### src/rtl/mc_pkg.sv
// Shared encodings for the multi-cycle control unit: opcodes, functs,
// FSM state codes, datapath select encodings and the decoded class vector.
package mc_pkg;

  localparam logic [4:0] RA_IDX = 5'd31;

  localparam logic [5:0] OP_RTYPE = 6'h00;
  localparam logic [5:0] OP_ORI   = 6'h0d;
  localparam logic [5:0] OP_LUI   = 6'h0f;
  localparam logic [5:0] OP_LW    = 6'h23;
  localparam logic [5:0] OP_SW    = 6'h2b;
  localparam logic [5:0] OP_BEQ   = 6'h04;
  localparam logic [5:0] OP_J     = 6'h02;
  localparam logic [5:0] OP_JAL   = 6'h03;

  localparam logic [5:0] FN_ADDU  = 6'h21;
  localparam logic [5:0] FN_SUBU  = 6'h23;
  localparam logic [5:0] FN_JR    = 6'h08;

  typedef enum logic [2:0] {
    S_FETCH  = 3'd0,
    S_DECODE = 3'd1,
    S_EXE    = 3'd2,
    S_MEM    = 3'd3,
    S_WB     = 3'd4,
    S_HALT   = 3'd5
  } state_t;

  localparam logic [1:0] DST_RT   = 2'd0;
  localparam logic [1:0] DST_RD   = 2'd1;
  localparam logic [1:0] DST_RA   = 2'd2;

  localparam logic [1:0] WB_ALU   = 2'd0;
  localparam logic [1:0] WB_MEM   = 2'd1;
  localparam logic [1:0] WB_PC4   = 2'd2;

  localparam logic [1:0] EXT_ZERO = 2'd0;
  localparam logic [1:0] EXT_SIGN = 2'd1;
  localparam logic [1:0] EXT_LUI  = 2'd2;

  localparam logic [1:0] ALU_ADD  = 2'd0;
  localparam logic [1:0] ALU_SUB  = 2'd1;
  localparam logic [1:0] ALU_OR   = 2'd2;

  // One-hot instruction class; exactly one field is set for any ir.
  typedef struct packed {
    logic addu;
    logic subu;
    logic jr;
    logic ori;
    logic lui;
    logic lw;
    logic sw;
    logic beq;
    logic j;
    logic jal;
    logic und;
  } cls_t;

endpackage

### src/rtl/mc_decode.sv
// Combinational instruction classifier: ir -> one-hot class vector.
module mc_decode
  import mc_pkg::*;
(
  input  logic [31:0] ir,
  output cls_t        cls
);

  logic [5:0] op;
  logic [5:0] fn;
  logic       unused_bits;

  assign op          = ir[31:26];
  assign fn          = ir[5:0];
  assign unused_bits = ^ir[25:6];

  // Map opcode/funct to a single class bit; anything unknown is und.
  always_comb begin
    cls = '0;
    case (op)
      OP_RTYPE: begin
        case (fn)
          FN_ADDU: cls.addu = 1'b1;
          FN_SUBU: cls.subu = 1'b1;
          FN_JR:   cls.jr   = 1'b1;
          default: cls.und  = 1'b1;
        endcase
      end
      OP_ORI:  cls.ori = 1'b1;
      OP_LUI:  cls.lui = 1'b1;
      OP_LW:   cls.lw  = 1'b1;
      OP_SW:   cls.sw  = 1'b1;
      OP_BEQ:  cls.beq = 1'b1;
      OP_J:    cls.j   = 1'b1;
      OP_JAL:  cls.jal = 1'b1;
      default: cls.und = 1'b1;
    endcase
  end

endmodule

### src/rtl/mc_ctrl.sv
// Multi-cycle control unit: instruction register, FETCH/DECODE/EXE/MEM/WB
// sequencer and combinational datapath/PC controls.
// Optional: MC_CTRL_UNDEF_TRAP_EN makes undefined opcodes set a sticky
// illegal flag and park the FSM in HALT until reset.
module mc_ctrl
  import mc_pkg::*;
#(
  parameter logic [31:0] IR_RESET = 32'h0000_0000
) (
  input  logic        clk,
  input  logic        reset,
  input  logic [31:0] instr,
  output logic [31:0] ir,
  output logic [2:0]  state,
  output logic        ir_wr,
  output logic        pc_wr,
  output logic        npc_sel,
  output logic        j,
  output logic        jal,
  output logic        jr,
  output logic        reg_wr,
  output logic [1:0]  reg_dst,
  output logic [1:0]  wb_sel,
  output logic        alu_src,
  output logic [1:0]  ext_op,
  output logic [1:0]  alu_op,
  output logic        mem_wr,
  output logic        illegal
);

  state_t st, st_nxt;
  cls_t   cls;

  assign state = st;

  mc_decode u_dec (
    .ir  (ir),
    .cls (cls)
  );

  // State register.
  always_ff @(posedge clk or negedge reset) begin
    if (!reset) st <= S_FETCH;
    else        st <= st_nxt;
  end

  // Instruction register, captured on the edge that ends FETCH.
  always_ff @(posedge clk or negedge reset) begin
    if (!reset)              ir <= IR_RESET;
    else if (st == S_FETCH)  ir <= instr;
  end

`ifdef MC_CTRL_UNDEF_TRAP_EN
  // Sticky trap flag, set when an undefined opcode is decoded.
  always_ff @(posedge clk or negedge reset) begin
    if (!reset)                          illegal <= 1'b0;
    else if (st == S_DECODE && cls.und)  illegal <= 1'b1;
  end
`else
  assign illegal = 1'b0;
`endif

  // Next-state sequencing; unused codes fall back to FETCH.
  always_comb begin
    st_nxt = S_FETCH;
    case (st)
      S_FETCH:  st_nxt = S_DECODE;
      S_DECODE: begin
        if (cls.und) begin
`ifdef MC_CTRL_UNDEF_TRAP_EN
          st_nxt = S_HALT;
`else
          st_nxt = S_FETCH;
`endif
        end else if (cls.j || cls.jal || cls.jr) st_nxt = S_FETCH;
        else                                      st_nxt = S_EXE;
      end
      S_EXE: begin
        if (cls.beq)               st_nxt = S_FETCH;
        else if (cls.lw || cls.sw) st_nxt = S_MEM;
        else                       st_nxt = S_WB;
      end
      S_MEM:    st_nxt = cls.lw ? S_WB : S_FETCH;
      S_WB:     st_nxt = S_FETCH;
`ifdef MC_CTRL_UNDEF_TRAP_EN
      S_HALT:   st_nxt = S_HALT;
`endif
      default:  st_nxt = S_FETCH;
    endcase
  end

  // Control outputs; everything is held low while reset is asserted so a
  // reset mid-instruction never leaks a write strobe.
  always_comb begin
    ir_wr   = 1'b0;
    pc_wr   = 1'b0;
    npc_sel = 1'b0;
    j       = 1'b0;
    jal     = 1'b0;
    jr      = 1'b0;
    reg_wr  = 1'b0;
    reg_dst = DST_RT;
    wb_sel  = WB_ALU;
    alu_src = 1'b0;
    ext_op  = EXT_ZERO;
    alu_op  = ALU_ADD;
    mem_wr  = 1'b0;
    if (reset) begin
      case (st)
        S_FETCH: ir_wr = 1'b1;
        S_DECODE: begin
          if (cls.j) begin
            pc_wr = 1'b1;
            j     = 1'b1;
          end else if (cls.jal) begin
            pc_wr   = 1'b1;
            jal     = 1'b1;
            reg_wr  = 1'b1;
            reg_dst = DST_RA;
            wb_sel  = WB_PC4;
          end else if (cls.jr) begin
            pc_wr = 1'b1;
            jr    = 1'b1;
          end else if (cls.und) begin
`ifndef MC_CTRL_UNDEF_TRAP_EN
            pc_wr = 1'b1;
`endif
          end
        end
        S_EXE: begin
          if (cls.beq) begin
            alu_op  = ALU_SUB;
            npc_sel = 1'b1;
            pc_wr   = 1'b1;
          end else if (cls.lw || cls.sw) begin
            alu_op  = ALU_ADD;
            alu_src = 1'b1;
            ext_op  = EXT_SIGN;
          end
        end
        S_MEM: begin
          alu_op  = ALU_ADD;
          alu_src = 1'b1;
          ext_op  = EXT_SIGN;
          if (cls.sw) begin
            mem_wr = 1'b1;
            pc_wr  = 1'b1;
          end
        end
        S_WB: begin
          reg_wr = 1'b1;
          pc_wr  = 1'b1;
          if (cls.addu) begin
            reg_dst = DST_RD;
            alu_op  = ALU_ADD;
          end else if (cls.subu) begin
            reg_dst = DST_RD;
            alu_op  = ALU_SUB;
          end else if (cls.ori) begin
            alu_src = 1'b1;
            ext_op  = EXT_ZERO;
            alu_op  = ALU_OR;
          end else if (cls.lui) begin
            alu_src = 1'b1;
            ext_op  = EXT_LUI;
            alu_op  = ALU_OR;
          end else if (cls.lw) begin
            wb_sel = WB_MEM;
          end
        end
        default: ;
      endcase
    end
  end

endmodule
### config.mk
export PLATFORM = sky130hd
export DESIGN_NAME = mc_ctrl
export DESIGN_NICKNAME = d
export VERILOG_FILES = /design/src/rtl/mc_pkg.sv /design/src/rtl/mc_decode.sv /design/src/rtl/mc_ctrl.sv
export SDC_FILE = /design/constraint.sdc
export NUM_CORES = 1
export LEC_CHECK = 0
export CAP_MARGIN = 15
export CORE_MARGIN = 3
export CORE_UTILIZATION = 39
export CTS_CLUSTER_DIAMETER = 80
export CTS_CLUSTER_SIZE = 40
export DETAILED_ROUTE_END_ITERATION = 16
export GPL_TIMING_DRIVEN = 0
export PLACE_DENSITY_LB_ADDON = 0.2
export SYNTH_ARGS = -nofsm -noshare
export SYNTH_HDL_FRONTEND = slang
export SYNTH_SLANG_ARGS = --single-unit
### constraint.sdc
create_clock -name clk -period 2.2 [get_ports clk]
set_input_delay 0.22 -clock clk [delete_from_list [all_inputs] [get_ports clk]]
set_output_delay 0.22 -clock clk [all_outputs]
set_load 0.01 [all_outputs]
==> results.toml <==
[sta]
setup_viol = 4
rsz0062_at_grt = "true"
fin_ws_ns = -0.1377
fmax_mhz = 427.8
fin_crit_sh_pct = 106.3
whs_ns = 0.4901
skew_ns = 0.006433
post-route-min-period_ns = 2.338
fin_tns_setup_ns = -0.3032
drv_slew = 0
final-hold-violation-count = 0

[drt]
vias_per_cell = 5.192
wl_mm = 5.030
drtPass1Iterations = 4
vias = 1542
drt_iter0_drc = 96
drc = 0
drtAntennaViolNets = 0
wl_per_cell_um = 16.94

[synth]
synthArstFlopShare_pct = 100.0
yosys-top-cells-count = "dfrtp_1, mux2_2, nand2_1, nor2_1"
synth_cells = 133
ys_warn_count = 0
netlist.area_leader.share_pct = 52.79
syn_area_per_cell_um2 = 12.47
syn-cell-area_mm2 = 0.001659
synth_flop_cell = "dfrtp_1"
ys_ff_latch = 35
ys_types = 39
synth.most_common_cell = "dfrtp_1"
synth.area.top_cells = "dfrtp_1, mux2_2, mux2_1"
synth_edf_count = 0
synth_top_area_cell = "dfrtp_1"
syn-num-nets = 167
seq_area_frac_synth_pct = 52.79

[critical_path]
critPathKind = "reg -> out"
r2r-start = "ir[31]"
cp.required_ns = 1.98
cp-end-kind = "output port"
reg2reg_setup_slack_ns = 0.37
critPathLaunch = "ir[30]"
startpoint_type = "register"
crit_path_max_fanout = 3
crit_arrival_ns = 2.12

[clock_tree]
clock_path_buffers = 2
clkTransAtPathRegs_ns = 0.07
ctsRootBufferMaster = "clkbuf_8"
cts_buffers = 5
cts.htree.levels = 2
cts_tree = "built"
insertion_delay_ns = 0.28
cts_num_sinks = 35

[power_and_ir_drop]
leakage_nw = 1.318
vdd_drop_max_uv = 765.6
power_density_mw_per_mm2 = 1387
p_total_mw = 4.046

[floorplanning]
ios = 87
die-width_um = 71.23
die_h_um = 71.23
row_count = 23
dieArea_mm2 = 0.005073
initial_utilization_pct = 40.89
core_area_mm2 = 0.004058

[layout]
design_area_mm2 = 0.002918
area_delta_synth_final_pct = 75.87
diodes = 0
fillCellCount = 308
layout.nets = 281
drive_gt1_share_pct = 38.46

[grt]
grt_pass1_vias = 1631
grt_usage_pct = 20.58
grt_first_pass_wirelength_mm = 8.142
antenna_found_initial = 0
grt_overflow = 0
grt_max_degree = 36

[placement]
placed_area_mm2 = 0.002567
place.gp.congestion = 0.7825
dp_hpwl_mm = 3.313
io_buffers = 85

[worst_hold_path]
hold_start = "ir[23]"
hold_path_class = "reg -> reg"

[run_status]
violations = "negative setup slack"
outcome = "complete, but fails checks"

[run]
maxCapViolCount = 0
==> registers in the layout, summed over array words and instances, names as in the netlist <==
signal  cells
ir         32
state       3
==> placed cells by master (no fill, tap or decap), types with 2 or more instances in the layout <==
master           instances
nor3_1                   2
clkdlybuf4s50_1         68
nor4_4                   3
nand3_1                  2
nor4b_1                  2
mux2_1                   4
nor2_1                   5
dfrtp_1                 28
inv_1                    4
or2_2                    2
buf_4                   25
and2_1                   2
a211oi_1                 2
dlymetal6s2s_1           3
o21ai_0                  2
mux2_2                  26
nand2_1                  7
nor2b_1                  2
buf_2                   10
nor3b_4                  2
nand2b_1                 2
nor3_4                   2
clkbuf_8                 7
dlygate4sd2_1            3
dfrtp_2                  7
==> worst paths after layout <==
kind,endpoint,cells after the start
worst max-delay path,pc_wr,6
min in group asynchronous,ir[25],3
worst min register to register,ir[23],1
worst min-delay path,ir[23],1
worst max register to register,state[1],5
max in group asynchronous,state[2],3
==> metrics by stage <==
| stage | instances | utilization, % | worst slack, ns |
|---|---|---|---|
| 2_1_floorplan | 133 | - | 0.1957 |
| 3_3_place_gp | 268 | 63.40 | -1.565 |
| 3_5_place_dp | 268 | 63.27 | -0.5222 |
| 4_1_cts | 291 | 70.58 | -0.1793 |
| 5_1_grt | 297 | 71.91 | -0.2032 |
| 6_report | 297 | 71.91 | -0.1377 |
==> metal layers <==
| metal | part of all wire [%] | up-vias | GRT usage [%] |
|---|---|---|---|
| met4 | 1.7 | 0 | 6.263 |
| met2 | 55 | 72 | 37.76 |
| met5 | 0 | - | 0 |
| met1 | 36 | 756 | 23.25 |
| met3 | 7.5 | 9 | 5.330 |
| li1 | - | 705 | - |
==> critical path: stages, from the launching register on <==
cell and delay (ns):
dfrtp_2 0.40, or3_4 0.40, or4b_4 0.54, o31ai_4 0.18, a211oi_1 0.08, nor2b_1 0.11
buf_2 0.13
==> where the power goes <==
group	switching, mW	leakage, nW	internal [mW]	total (mW)
combinational	0.935	0.867	1.38	2.32
clock	0.217	0.0470	0.246	0.462
sequential	0.287	0.405	0.981	1.27
==> kinds of logic (layout without fill, tap and decap cells) <==
family | count (synthesis) | in the layout | share of synthesized area, %
AOI/OAI and AO/OA | 12 | 12 | 5.656
muxes | 30 | 30 | 20.36
DFF | 35 | 35 | 52.79
other | 1 | 1 | 0.2260
buffers and inverters | 11 | 125 | 3.167
and+or+nand+nor | 44 | 44 | 17.80
==> area by class of cell <==
class / count / area, µm² / area share (%)
clock inverter: 1 / 5.005 / 0.1715
inverter: 4 / 15.01 / 0.5146
multi-input combinational: 87 / 825.8 / 28.30
clock buffer: 6 / 82.58 / 2.830
buffer: 6 / 50.05 / 1.715
tap: 50 / 62.56 / 2.144
timing repair buffer: 108 / 992.2 / 34.01
sequential: 35 / 884.6 / 30.32
==> timing repair <==
action | CTS | global route
buffers inserted | 15 | 6
setup endpoints to repair | 16 | 15
pin swaps | 8 | 6
gates resized for setup | 53 | 20
hold buffers | 2 | 0
endpoints found under the hold margin | 35 | 0
(Power assumes the default switching activity.)
